**src/rtl/ssd_pkg.sv**
```systemverilog
// ============================================================================
// Module : ssd_pkg
// Brief  : Shared types and constants for the seven-segment scan controller.
// Rev    : 1.0  initial release
// ============================================================================
`default_nettype none

package ssd_pkg;

    typedef enum logic {
        ST_SHOW = 1'b0,
        ST_GAP  = 1'b1
    } scan_state_t;

    localparam logic [6:0] C_SEG_BLANK = 7'b1111111;
    localparam logic [3:0] C_AN_OFF    = 4'b1111;

    // Active-low {g,f,e,d,c,b,a}; entry N sits at bits [7N+6:7N].
    localparam logic [15:0][6:0] C_HEX_SEG = {
        7'b0001110,  // F
        7'b0000110,  // E
        7'b0100001,  // d
        7'b1000110,  // C
        7'b0000011,  // b
        7'b0001000,  // A
        7'b0010000,  // 9
        7'b0000000,  // 8
        7'b1111000,  // 7
        7'b0000010,  // 6
        7'b0010010,  // 5
        7'b0011001,  // 4
        7'b0110000,  // 3
        7'b0100100,  // 2
        7'b1111001,  // 1
        7'b1000000   // 0
    };

endpackage

`default_nettype wire

```
**src/rtl/ssd_step_debounce.sv**
```systemverilog
// ============================================================================
// Module : ssd_step_debounce
// Brief  : Synchronises and debounces the step button; emits one pulse per press.
// Rev    : 1.0  initial release
// ============================================================================
`default_nettype none

module ssd_step_debounce #(
    parameter int DEBOUNCE_CYCLES = 1000000
) (
    input  logic clk,
    input  logic reset,
    input  logic btn_in,
    output logic pulse_out
);

    localparam int CNT_W = $clog2(DEBOUNCE_CYCLES + 1);
    localparam logic [CNT_W-1:0] C_CNT_LAST = CNT_W'(DEBOUNCE_CYCLES - 1);

    logic [1:0]       r_sync;
    logic             r_level;
    logic             r_level_d;
    logic [CNT_W-1:0] r_cnt;
    logic             r_pulse;

    always_ff @(posedge clk) begin
        if (reset) begin
            r_sync    <= 2'b00;
            r_level   <= 1'b0;
            r_level_d <= 1'b0;
            r_cnt     <= '0;
            r_pulse   <= 1'b0;
        end else begin
            r_sync    <= {r_sync[0], btn_in};
            r_level_d <= r_level;
            r_pulse   <= r_level & ~r_level_d;
            // Level flips only after a full run of disagreeing samples.
            if (r_sync[1] != r_level) begin
                if (r_cnt == C_CNT_LAST) begin
                    r_level <= r_sync[1];
                    r_cnt   <= '0;
                end else begin
                    r_cnt   <= r_cnt + 1'b1;
                end
            end else begin
                r_cnt <= '0;
            end
        end
    end

    assign pulse_out = r_pulse;

endmodule

`default_nettype wire

```
**src/rtl/ssd_scan_controller.sv**
```systemverilog
// ============================================================================
// Module : ssd_scan_controller
// Brief  : 4-digit multiplexed hex display of PC/register plus step debouncer.
//          Optional SSD_LEADING_ZERO_BLANK_EN blanks leading zero digits.
// Rev    : 1.0  initial release
// ============================================================================
`default_nettype none

module ssd_scan_controller
    import ssd_pkg::*;
#(
    parameter int SCAN_DIV        = 100000,
    parameter int GAP_CYCLES      = 1000,
    parameter int DEBOUNCE_CYCLES = 1000000
) (
    input  logic        clk,
    input  logic        reset,
    input  logic [31:0] pc_value,
    input  logic [31:0] reg_value,
    input  logic        sel_pc,
    input  logic        show_upper,
    input  logic        step_btn,
    output logic        step_pulse,
    output logic [6:0]  seg,
    output logic [3:0]  an
);

    localparam int MAX_CYC = (SCAN_DIV > GAP_CYCLES) ? SCAN_DIV : GAP_CYCLES;
    localparam int CNT_W   = $clog2(MAX_CYC + 1);
    localparam logic [CNT_W-1:0] C_SHOW_LAST = CNT_W'(SCAN_DIV - 1);
    localparam logic [CNT_W-1:0] C_GAP_LAST  = CNT_W'(GAP_CYCLES - 1);

    scan_state_t      r_state, w_state_nx;
    logic [1:0]       r_d, w_d_nx;
    logic [CNT_W-1:0] r_cnt, w_cnt_nx;
    logic [15:0]      r_frame;
    logic             w_load;
    logic [6:0]       r_seg, w_seg_nx;
    logic [3:0]       r_an, w_an_nx;
    logic [31:0]      w_src;
    logic [15:0]      w_half;
    logic [3:0]       w_nib;
    logic             w_blank;

    assign w_src  = sel_pc ? pc_value : reg_value;
    assign w_half = show_upper ? w_src[31:16] : w_src[15:0];
    assign w_nib  = 4'(r_frame >> {r_d, 2'b00});

`ifdef SSD_LEADING_ZERO_BLANK_EN
    logic [1:0] w_msn;
    always_comb begin
        w_msn = 2'd0;
        if (r_frame[7:4]   != 4'h0) w_msn = 2'd1;
        if (r_frame[11:8]  != 4'h0) w_msn = 2'd2;
        if (r_frame[15:12] != 4'h0) w_msn = 2'd3;
    end
    assign w_blank = (r_d > w_msn);
`else
    assign w_blank = 1'b0;
`endif

    always_ff @(posedge clk) begin
        if (reset) begin
            r_state <= ST_SHOW;
            r_d     <= 2'd0;
            r_cnt   <= '0;
            r_frame <= 16'h0000;
            r_seg   <= C_SEG_BLANK;
            r_an    <= C_AN_OFF;
        end else begin
            r_state <= w_state_nx;
            r_d     <= w_d_nx;
            r_cnt   <= w_cnt_nx;
            r_seg   <= w_seg_nx;
            r_an    <= w_an_nx;
            if (w_load) begin
                r_frame <= w_half;
            end
        end
    end

    always_comb begin
        w_state_nx = r_state;
        w_d_nx     = r_d;
        w_cnt_nx   = r_cnt + 1'b1;
        w_load     = 1'b0;
        w_seg_nx   = C_SEG_BLANK;
        w_an_nx    = C_AN_OFF;
        case (r_state)
            ST_SHOW: begin
                w_an_nx  = ~(4'b0001 << r_d);
                w_seg_nx = w_blank ? C_SEG_BLANK : C_HEX_SEG[w_nib];
                if (r_cnt == C_SHOW_LAST) begin
                    w_state_nx = ST_GAP;
                    w_cnt_nx   = '0;
                end
            end
            ST_GAP: begin
                if (r_cnt == C_GAP_LAST) begin
                    w_state_nx = ST_SHOW;
                    w_cnt_nx   = '0;
                    w_d_nx     = r_d + 2'd1;
                    // A new frame is latched only at the wrap back to digit 0.
                    w_load     = (r_d == 2'd3);
                end
            end
            default: begin
                w_state_nx = ST_SHOW;
                w_cnt_nx   = '0;
            end
        endcase
    end

    assign seg = r_seg;
    assign an  = r_an;

    ssd_step_debounce #(
        .DEBOUNCE_CYCLES (DEBOUNCE_CYCLES)
    ) u_step (
        .clk       (clk),
        .reset     (reset),
        .btn_in    (step_btn),
        .pulse_out (step_pulse)
    );

endmodule

`default_nettype wire

```
**config.mk**
```make
export PLATFORM = sky130hd
export DESIGN_NAME = ssd_scan_controller
export DESIGN_NICKNAME = d
export VERILOG_FILES = /design/src/rtl/ssd_pkg.sv /design/src/rtl/ssd_step_debounce.sv /design/src/rtl/ssd_scan_controller.sv
export SDC_FILE = /design/constraint.sdc
export NUM_CORES = 1
export LEC_CHECK = 0
export ABC_AREA = 1
export BUFFER_PORTS_ARGS = -buffer_cell sky130_fd_sc_hd__clkbuf_2
export CAP_MARGIN = 20
export CORE_MARGIN = 4
export CORE_UTILIZATION = 50
export CTS_BUF_LIST = sky130_fd_sc_hd__clkbuf_8 sky130_fd_sc_hd__clkbuf_16
export DETAILED_ROUTE_END_ITERATION = 10
export PLACE_DENSITY = 0.73
export SLEW_MARGIN = 15
export SYNTH_ARGS = -nofsm -noshare
export SYNTH_HDL_FRONTEND = slang
export SYNTH_SLANG_ARGS = --single-unit
```
**constraint.sdc**
```tcl
create_clock -name clk -period 1.7 [get_ports clk]
set_clock_uncertainty 0.2 [all_clocks]
set_input_delay 0 -clock clk [delete_from_list [all_inputs] [get_ports clk]]
set_output_delay 0 -clock clk [all_outputs]
set_load 0.03 [all_outputs]
```
== Word level (Yosys, flattened, before mapping) ==
Memory sizes are Yosys's and may differ from the RTL's. A register that Yosys moved wholly into a read port is not among the register bits.
Cells that the tools add are included.
Word-level totals
  register bits: 65
  ROM bits: 112
  input port bits: 69
  output and inout port bits: 12
  logic and storage cells: 40
  memories kept: 1
Memory list
  (no name shown): depth 16, bits a word 7, read ports 1, clocked after Yosys merged registers in 1, wr ports 0, line ssd_scan_controller.sv:92  | w_seg_nx = w_blank ? C_SEG_BLANK : C_HEX_SEG[w_nib];
Operators by class
  $add $sub $neg: 3
  equal/unequal tests: 5
  shift-type cells: 2
  mux-type cells: 10
  bitwise gates (word level): 5
  reductions and logical operators: 4
Operators by type and width (number)
  17-bit 2-to-1 mux: 2
  17-bit case mux with 2 select lines: 1
  32-bit 2-to-1 mux: 1
  20-bit by 1-bit adder with 20-bit output (second input constant): 1
  20-bit == test (second input constant): 1
  17-bit by 1-bit adder with 17-bit output (second input constant): 1
  17-bit by 10-bit == test with 1-bit output (second input constant): 1
  17-bit == test (second input constant): 1
  16-bit 2-to-1 mux: 1
  16-bit by 4-bit >> shifter with 4-bit output: 1
  1-bit 2-to-1 mux: 4
  4-bit inverter: 1
  2-bit AND reduction: 2
  1-bit by 2-bit left shift with 4-bit output (first input constant): 1
  1-bit inverter: 3
  3-bit OR reduction: 1
  2-bit by 1-bit adder with 2-bit output (second input constant): 1
  2-bit == test (second input constant): 1
  1-bit case mux with 2 select lines: 1
  2-bit OR reduction: 1
  1-bit AND: 1
  1-bit inequality test: 1

== Longest topological paths before layout ==
Gate-level depths: netlist of run 1.
  word-level depth: 3
  depth in mapped cells: 11
  depth with buffers taken out: 10

== Cells and area by module ==
From an unflattened synthesis of run 1, not the netlist that was laid out.
Second synthesis, totals
  cells, all modules: 663
  area, all modules: 4260.3 um^2
By module, submodules not included
  ssd_scan_controller: instances 1, cells an instance 497, area an instance 3047.9 um^2, seq. area each 940.9 um^2
  ssd_step_debounce: instances 1, cells an instance 166, area an instance 1212.4 um^2, seq. area each 500.5 um^2

== Worst setup path before layout of run 1 ==
OpenSTA, ideal clock, no wires.
  path kind: reg-to-reg
  start: register r_d[0]
  end: register r_seg[5], in the netlist seg[5]
  library setup time: 0.117 ns
  arrival time: 1.432 ns
  required time: 1.383 ns
  setup slack: -0.049 ns
  cell stages (with the launch flop): 12
  path buffers: 1
  period minus slack after synthesis: 1.749 ns
  cell sequence: dfxtp_1 -> buf_4 -> inv_2 -> nand2_1 -> nand3_1 -> nand2_1 -> inv_1 -> ha_1 -> inv_1 -> nor2_1 -> a21boi_0 -> nand2_1
On the way
  word-level cells in the longest chain between the ends: 1
Ends and longest elaborated chain
  start, declared: line ssd_scan_controller.sv:34  | logic [1:0] r_d, w_d_nx;
  start signal, assigned: line ssd_scan_controller.sv:72  | r_d <= w_d_nx;
  16-bit by 4-bit >> shifter with 4-bit output: line ssd_scan_controller.sv:47  | assign w_nib = 4'(r_frame >> {r_d, 2'b00});
  end, declared: line ssd_scan_controller.sv:38  | logic [6:0] r_seg, w_seg_nx;
No other way between the ends.
A chain may end at the register's enable or synchronous reset.

== Final worst setup path of run 1 ==
  start: register r_cnt[16]
  end: register r_d[1]
On the way
  word-level cells in the longest chain between the ends: 2
Ends and longest elaborated chain
  start, declared: line ssd_scan_controller.sv:35  | logic [CNT_W-1:0] r_cnt, w_cnt_nx;
  start signal, assigned: line ssd_scan_controller.sv:73  | r_cnt <= w_cnt_nx;
  17-bit by 10-bit == test with 1-bit output: line ssd_scan_controller.sv:99  | if (r_cnt == C_GAP_LAST) begin
  2-bit AND reduction (no source line)
No other way between the ends.

==> metrics.md, run 1 <==
| Metric | Value |
|---|---|
| Final Cycle Share | 103% |
| Worst slew pin tran | slightly above 500 ps |
| Cell internal pwr | between 2000 and 3000 uW |
| Clock Power Share | around 41% |
| Final Net Count | roughly 900 |
| M1 WL | 4820 um |
| Seq pwr share | 46.9% |
| Vias in the first global route | ~4.3k |
| Initial Util | 51.8% |
| Clock period minus final worst setup slack | roughly 1700 ps |
| Area share of the largest cell type after synthesis | 33.5% |
| R2R Path End | r_d[1] |
| Post-detail-place hpwl | between 7000 and 8000 um |
| Multi-input logic area | approximately 2500 um^2 |
| Synthesized area per cell | between 6 and 7 um^2 |
| Slack of the worst reg-to-reg path | -50 ps |
| Post-route cell area | 5860 um^2 |
| Crit path required time | 1780 ps |
| R2r startpoint | r_cnt[16] |
| ANT cells | 0 |
| Clock root buffer | clkbuf_8 |
| Die Y | 101 um |
| Startpoint Class | register |
| Cell area after synthesis | around 4300 um^2 |
| Post-Route WL | 11000 um |
| Post-synth top area cell | dfxtp_1 |
| Total global-route track usage | about a fifth |
| Final Hold Violating Endpoints | 0 |
| Uppermost layer routed | met4 |
| NetSw | about 890 uW |
| Launch point of the critical path | r_cnt[16] |
| DRC Markers | 0 |
| Leak | between 0.002 and 0.003 uW |
| Area Growth Syn to Fin | 36.1% |
| Register area | 1460 um^2 |
| Hold Path Class | in -> reg |
| GP Congestion | between 0.8 and 0.9 |
| Sequential fraction of the synthesis area | about 33% |
| Post-DR vias/cell | 4.86 |
| Area after DPL | slightly below 5000 um^2 |
| # IOs | 81 |
| #FFs+latches synth | a little over 70 |
| Crit Path Category | reg -> reg |
| IO Port Bufs | 80 |
| # H-tree levels | 3 |
| FILL cells | 684 |
| VDD IR-drop max | between 0.0003 and 0.0004 V |
| Total grt overflow | 0 |
| # rows | 33 |
| Placement Setup Slack | -144 ps |
| Final WS setup | -45.8 ps |
| Synth Net Count | approximately 780 |
| WHS | about 7.7 ps |
| Design Power | roughly 3600 uW |
| Sw frac | 24.3% |
| Share of cells above drive strength 1 | 23.6% |
| Largest cells by area after synthesis | dfxtp_1 (33%), nand2_1 (17%), nor2_1 (14%) |
| Crit. End Element | register |
| Syn Inst Count | approximately 700 |
| Met2 WL | 5280 um |
| Critical path arrival | about 1800 ps |
| Finish-stage setup viols | 4 |
| TritonCTS clock tree | built |
| Setup crit end | r_d[1] |
| Worst r2r path cells | 10 |
| Crit-path max FO | 6 |
| Detail Route met3 WL | approximately 570 um |
| Via count | around 4.6k |
| Comb power frac | between 10% and 20% |
| Clk_lat worst skew | 350 ps |
| Largest net degree at the start of global routing | 65 |
| Yosys warns | 0 |
| Max cap viols | 0 |
| Max Clk Rate | ~570 MHz |
| Outcome | finished, violations left |
| Cts bufs inserted | 9 |
| Worst slew margin | between 60% and 70% |
| Power Dens Cells | between 600 and 700 nW/um^2 |
| Drt first pass iters | 6 |
| Starting DRT DRC Count | between 200 and 300 |
| Drt wl/cell | roughly 12 um |
| Dpl cells | approximately 900 |
| Max Transition Viols Final | 0 |
| Post-synth cell types | 31 |
| Initial antenna violation count | 0 |
| Die area | between 10000 and 15000 um^2 |
| RSZ-0062 raised after global routing | true |
| Clock slew at reported path FFs | around 70 ps |
| Core ar. | 8300 um^2 |
| First-pass GRT wire length | 17500 um |
| Post-route ant nets | 0 |
| CTS Buffer Depth | 2 |
| Failing checks | setup timing |
| Clock sink count | 72 |
| Die width | 101 um |
| Final Non-Filler Cells | 953 |
[power groups by stage]
stage	logic, uW	registers, uW	clock network, uW
6_report	455	1710	1480
2_1_floorplan	195	1770	0
3_5_place_dp	347	1750	0
4_1_cts	441	1710	1510
5_1_grt	512	1710	1580
3_3_place_gp	342	1750	0
[final cells by class]
type                    count  share of cell area [%]
clock buffers               9                    2.12
multi-input cells         510                    42.2
clock inverters             7                    1.62
inverters                  91                    5.94
flip-flops and latches     72                    24.9
repair buffers            159                    21.0
well taps                 105                    2.24
[per-layer routing]
layer / up-vias / GRT usage [%]
li1: 2385 / -
met1: 2061 / 24.4
met2: 146 / 35.9
met3: 37 / 4.64
met4: 0 / 8.50
met5: - / 0
[worst min path at each step]
stage	startpoint	to	slack [ps]	cells after the start
floorplan	step_btn	u_step.r_sync[0]	-90	2
global placement	step_btn	u_step.r_sync[0]	-2	3
detailed placement	step_btn	u_step.r_sync[0]	-3	3
CTS	reg_value[2]	r_frame[2]	3	9
global route	reg_value[13]	r_frame[13]	70	9
finish	pc_value[9]	r_frame[9]	8	9
[worst max-delay path, cell delays in order (launching register included)]
cell and delay [ps]:
dfxtp_1 330, inv_1 110, nand2_1 90, nor2_2 140, nand3_4 110, nor2_8 170
buf_12 140, clkbuf_16 130, buf_4 100, o21ai_2 60, nor2_2 100
[registers in the layout, indices dropped and copies added (netlist names)]
register,count
u_step.r_sync,2
r_frame,16
u_step.r_level_d,1
u_step.r_level,1
u_step.r_cnt,20
u_step.pulse_out,1
r_state,1
r_cnt,17
seg,7
r_d,2
an,4
[logic make-up (layout without fill, tap and decap cells)]
| kind of cell | after synthesis | in the layout | synth area share [%] |
|---|---|---|---|
| AND/OR/NAND/NOR | 459 | 459 | 45.2 |
| buffers and inverters | 113 | 266 | 11.1 |
| flip-flops | 72 | 72 | 33.5 |
| XOR/XNOR | 22 | 22 | 4.48 |
| AO/OA/AOI/OAI | 17 | 17 | 2.21 |
| adder cells (fa/ha/maj) | 12 | 12 | 3.49 |
[cell usage after synthesis]
master	instances
a21boi_0	1
nand4_1	5
o21ai_2	1
buf_6	4
nand2_1	200
clkinv_1	2
nor3_1	6
nor2_2	15
buf_4	3
nand3_2	7
and2_1	1
buf_1	1
xnor2_1	5
nor2_4	3
o211ai_1	1
clkbuf_1	5
inv_1	84
nor4_1	1
o21ai_0	8
a21oi_1	5
dfxtp_1	72
a31oi_1	1
nand3b_1	2
buf_2	9
nand2_2	4
xor2_1	17
inv_2	5
ha_1	12
nor2_8	1
nor2_1	165
nand3_1	49
[cell usage in the layout, fill, tap and decap left out, drive strengths merged]
master,n
a21boi,1
a21oi,5
a31oi,1
and2,1
buf,31
bufinv,2
clkbuf,92
clkinv,4
clkinvlp,2
dfxtp,72
dlygate4sd3,45
ha,12
inv,90
nand2,204
nand3,56
nand3b,2
nand4,5
nor2,184
nor3,6
nor4,1
o211ai,1
o21ai,9
xnor2,5
xor2,17
[metrics by stage]
step / util, % / setup TNS (ps)
after floorplan: - / 0
after global placement: 59.4 / -58.0
after detailed placement: 59.4 / -633
after CTS: 67.7 / -9.86
after global routing: 70.6 / -915
final: 70.6 / -60.6
[what timing repair did]
action	CTS	global route
gates cloned	0	3
setup endpoints to repair	16	55
resized for setup	4	42
pin swaps	1	9
buffers inserted	0	9
hold buffers	46	0
endpoints found under the hold margin	36	0
Note: power is estimated with default switching activity, not from simulation.
==> inputs of run 2 (changes only) <==
--- a/config.mk
+++ b/config.mk
@@ -6,13 +6,13 @@
 export NUM_CORES = 1
 export LEC_CHECK = 0
 export ABC_AREA = 1
-export BUFFER_PORTS_ARGS = -buffer_cell sky130_fd_sc_hd__clkbuf_2
+export BUFFER_PORTS_ARGS = -buffer_cell sky130_fd_sc_hd__buf_2
 export CAP_MARGIN = 20
 export CORE_MARGIN = 4
 export CORE_UTILIZATION = 50
 export CTS_BUF_LIST = sky130_fd_sc_hd__clkbuf_8 sky130_fd_sc_hd__clkbuf_16
 export DETAILED_ROUTE_END_ITERATION = 10
-export PLACE_DENSITY = 0.73
+export PLACE_DENSITY = 0.7
 export SLEW_MARGIN = 15
 export SYNTH_ARGS = -nofsm -noshare
 export SYNTH_HDL_FRONTEND = slang
==> constraint.sdc (replaced) <==
create_clock -name clk -period 1.89 [get_ports clk]
set_clock_uncertainty 0.2 [all_clocks]
set_input_delay 0 -clock clk [delete_from_list [all_inputs] [get_ports clk]]
set_output_delay 0 -clock clk [all_outputs]
set_load 0.03 [all_outputs]
==> metrics.md, run 2 (synthesized netlist as in run 1, its figures left out) <==
| Metric | Value |
|---|---|
| Clock slew at reported path FFs | 80 ps (about the same) |
| Via count | 4390 (-5.2%) |
| ANT cells | 0 (unchanged) |
| Area Growth Syn to Fin | 28.7% |
| Hold Path End | r_frame[10] |
| Leak | 0.00259 uW (-6.0%) |
| WHS | 7.71 ps (+0.0546 ps) |
| Startpoint Class | register |
| # IOs | 81 (unchanged) |
| CTS Buffer Depth | 2 (unchanged) |
| Final Cycle Share | 92.2% (-10 points) |
| Dpl cells | 870 (-1.1%) |
| Total grt overflow | 0 (unchanged) |
| Clock sink count | 72 (unchanged) |
| Crit. End Element | register |
| Initial antenna violation count | 0 (unchanged) |
| IO Port Bufs | 80 (unchanged) |
| DRC Markers | 0 (unchanged) |
| Final Net Count | 906 (-1.9%) |
| Max Clk Rate | 574 MHz (+0.16%) |
| Outcome | finished, final reports clean |
| Die Y | 101 um (unchanged) |
| Most frequent cells in the layout | nand2_1 (198), nor2_1 (163), inv_1 (84) |
| Cts bufs inserted | 9 (unchanged) |
| Crit-path max FO | 11 (+5) |
| Crit Path Category | reg -> reg |
| Max cap viols | 0 (unchanged) |
| Slack of the worst reg-to-reg path | 150 ps (+190 ps) |
| VDD IR-drop max | 0.000257 V (-34%) |
| Commonest non-fill, non-tap cell in the layout | nand2_1 |
| Min-delay src | reg_value[10] |
| Power Dens Cells | 558 nW/um^2 (-10%) |
| R2R Path End | r_cnt[16] |
| Hold Path Cell Cnt | 9 (unchanged) |
| Drt first pass iters | 5 (-1) |
| Critical path arrival | 1780 ps (-50 ps) |
| Share of cells above drive strength 1 | 18.2% (-5.4 points) |
| Core ar. | 8300 um^2 (unchanged) |
| Hold Path Class | in -> reg |
| Final core occ | 66.7% (-3.8 points) |
| # rows | 33 (unchanged) |
| Post-route ant nets | 0 (unchanged) |
| TritonCTS clock tree | built |
| Die area | 10200 um^2 (unchanged) |
| Clk_lat worst skew | 340 ps (about the same) |
| Crit path required time | 1930 ps (+150 ps) |
| Starting DRT DRC Count | 215 (-18%) |
| Post-detail-place hpwl | 6950 um (-3.9%) |
| Post-Route WL | 9900 um (-9.9%) |
| Vias in the first global route | 4203 (-1.6%) |
| Worst slew margin | 65.1% (-0.17 points) |
| Die width | 101 um (unchanged) |
| RSZ-0062 raised after global routing | true |
| Worst r2r path cells | 7 (-3) |
| Initial Util | 51.8% (unchanged) |
| Post-DR vias/cell | 4.70 (-3.3%) |
| First-pass GRT wire length | 17400 um (-0.51%) |
| Clock period minus final worst setup slack | 1740 ps (-2.84 ps) |
| Final Hold Violating Endpoints | 0 (unchanged) |
| R2r startpoint | r_cnt[0] |
| Worst slew pin tran | 520 ps (+2.51 ps) |
| Clock root buffer | clkbuf_8 |
| Max reg flops | 20 (unchanged) |
| Max Transition Viols Final | 0 (unchanged) |
| Final Non-Filler Cells | 935 (-1.9%) |
| GP Congestion | 0.867 (+1.1%) |
| # H-tree levels | 3 (unchanged) |
| Drt wl/cell | 10.6 um (-8.2%) |
| Finish-stage setup viols | 0 (-4) |
| Top reg by flops | u_step.r_cnt |
| Total global-route track usage | 20.6% (-0.072 points) |
| Largest net degree at the start of global routing | 50 (-23%) |
| Largest regs | u_step.r_cnt: 20 flops, r_cnt: 17 flops, r_frame: 16 flops |
[run 2: cell count changes in the layout (fill, tap and decap cells not counted), moves of 5 or more]
cell	delta
nand2_2	-5
buf_4	-16
dfxtp_1	+11
dfxtp_2	-10
clkbuf_2	-80
buf_2	+80
inv_1	+5
nand2_1	+5
[run 2: report_power, final]
group	switching, uW	internal, uW	total, uW
Combinational	193	206	399
Clock	559	597	1160
Sequential	6.41	1530	1540
Total	759	2330	3090
[run 2: stage by stage]
step                TNS [ps]  setup slack (ps)  power (uW)  instance area [um^2]
floorplan                  0               141        1770                  4300
global placement           0              98.0        1870                  4830
detailed placement         0              33.8        1880                  4830
CTS                        0              25.3        3130                  5500
global route            -114             -24.3        3260                  5540
finish                     0               147        3090                  5540
[run 2: cell type report]
cell class                 instances  area, um^2
tap                              105         131
sequential                        72        1440
clock inverter                     7        63.8
fill                             707        2760
clock buffer                       9         124
multi-input combinational        510        2400
inverter                          91         344
timing repair buffer             141        1030
[run 2: what timing repair did]
item                                    CTS  global route
setup buffers                             0             1
endpoints found under the setup margin    0            53
hold buffers                             48             0
resized for setup                         0             9
hold endpoints to repair                 27             0
[run 2: how the worst max path moves through the flow]
stage             start   endpoint  slack [ps]  cells past startpoint
2_1_floorplan    r_d[0]     seg[5]         140                     11
3_3_place_gp   r_cnt[0]  r_cnt[16]         100                      7
3_5_place_dp   r_cnt[0]  r_cnt[16]          30                      7
4_1_cts        r_cnt[0]  r_cnt[16]          30                      7
5_1_grt        r_cnt[0]  r_cnt[16]         -20                      7
6_report       r_cnt[0]  r_cnt[16]         150                      7
[run 2: metal layers]
metal	up-vias	share of wire [%]	global-route usage (%)	wire (um)
li1	2346	-	-	-
met1	1919	46	25.5	4540
met2	108	47	34.5	4700
met3	17	5.1	5.74	507
met4	0	1.6	6.53	163
met5	-	0	0	0
[run 2: critical path, cell delays in order, from the launching register on]
cell and delay, ps:
dfxtp_1 370, ha_1 180, nand2_1 140, nor2_2 190, and2_1 160, nand4_1 130, nand2_4 200, nor2_1 60
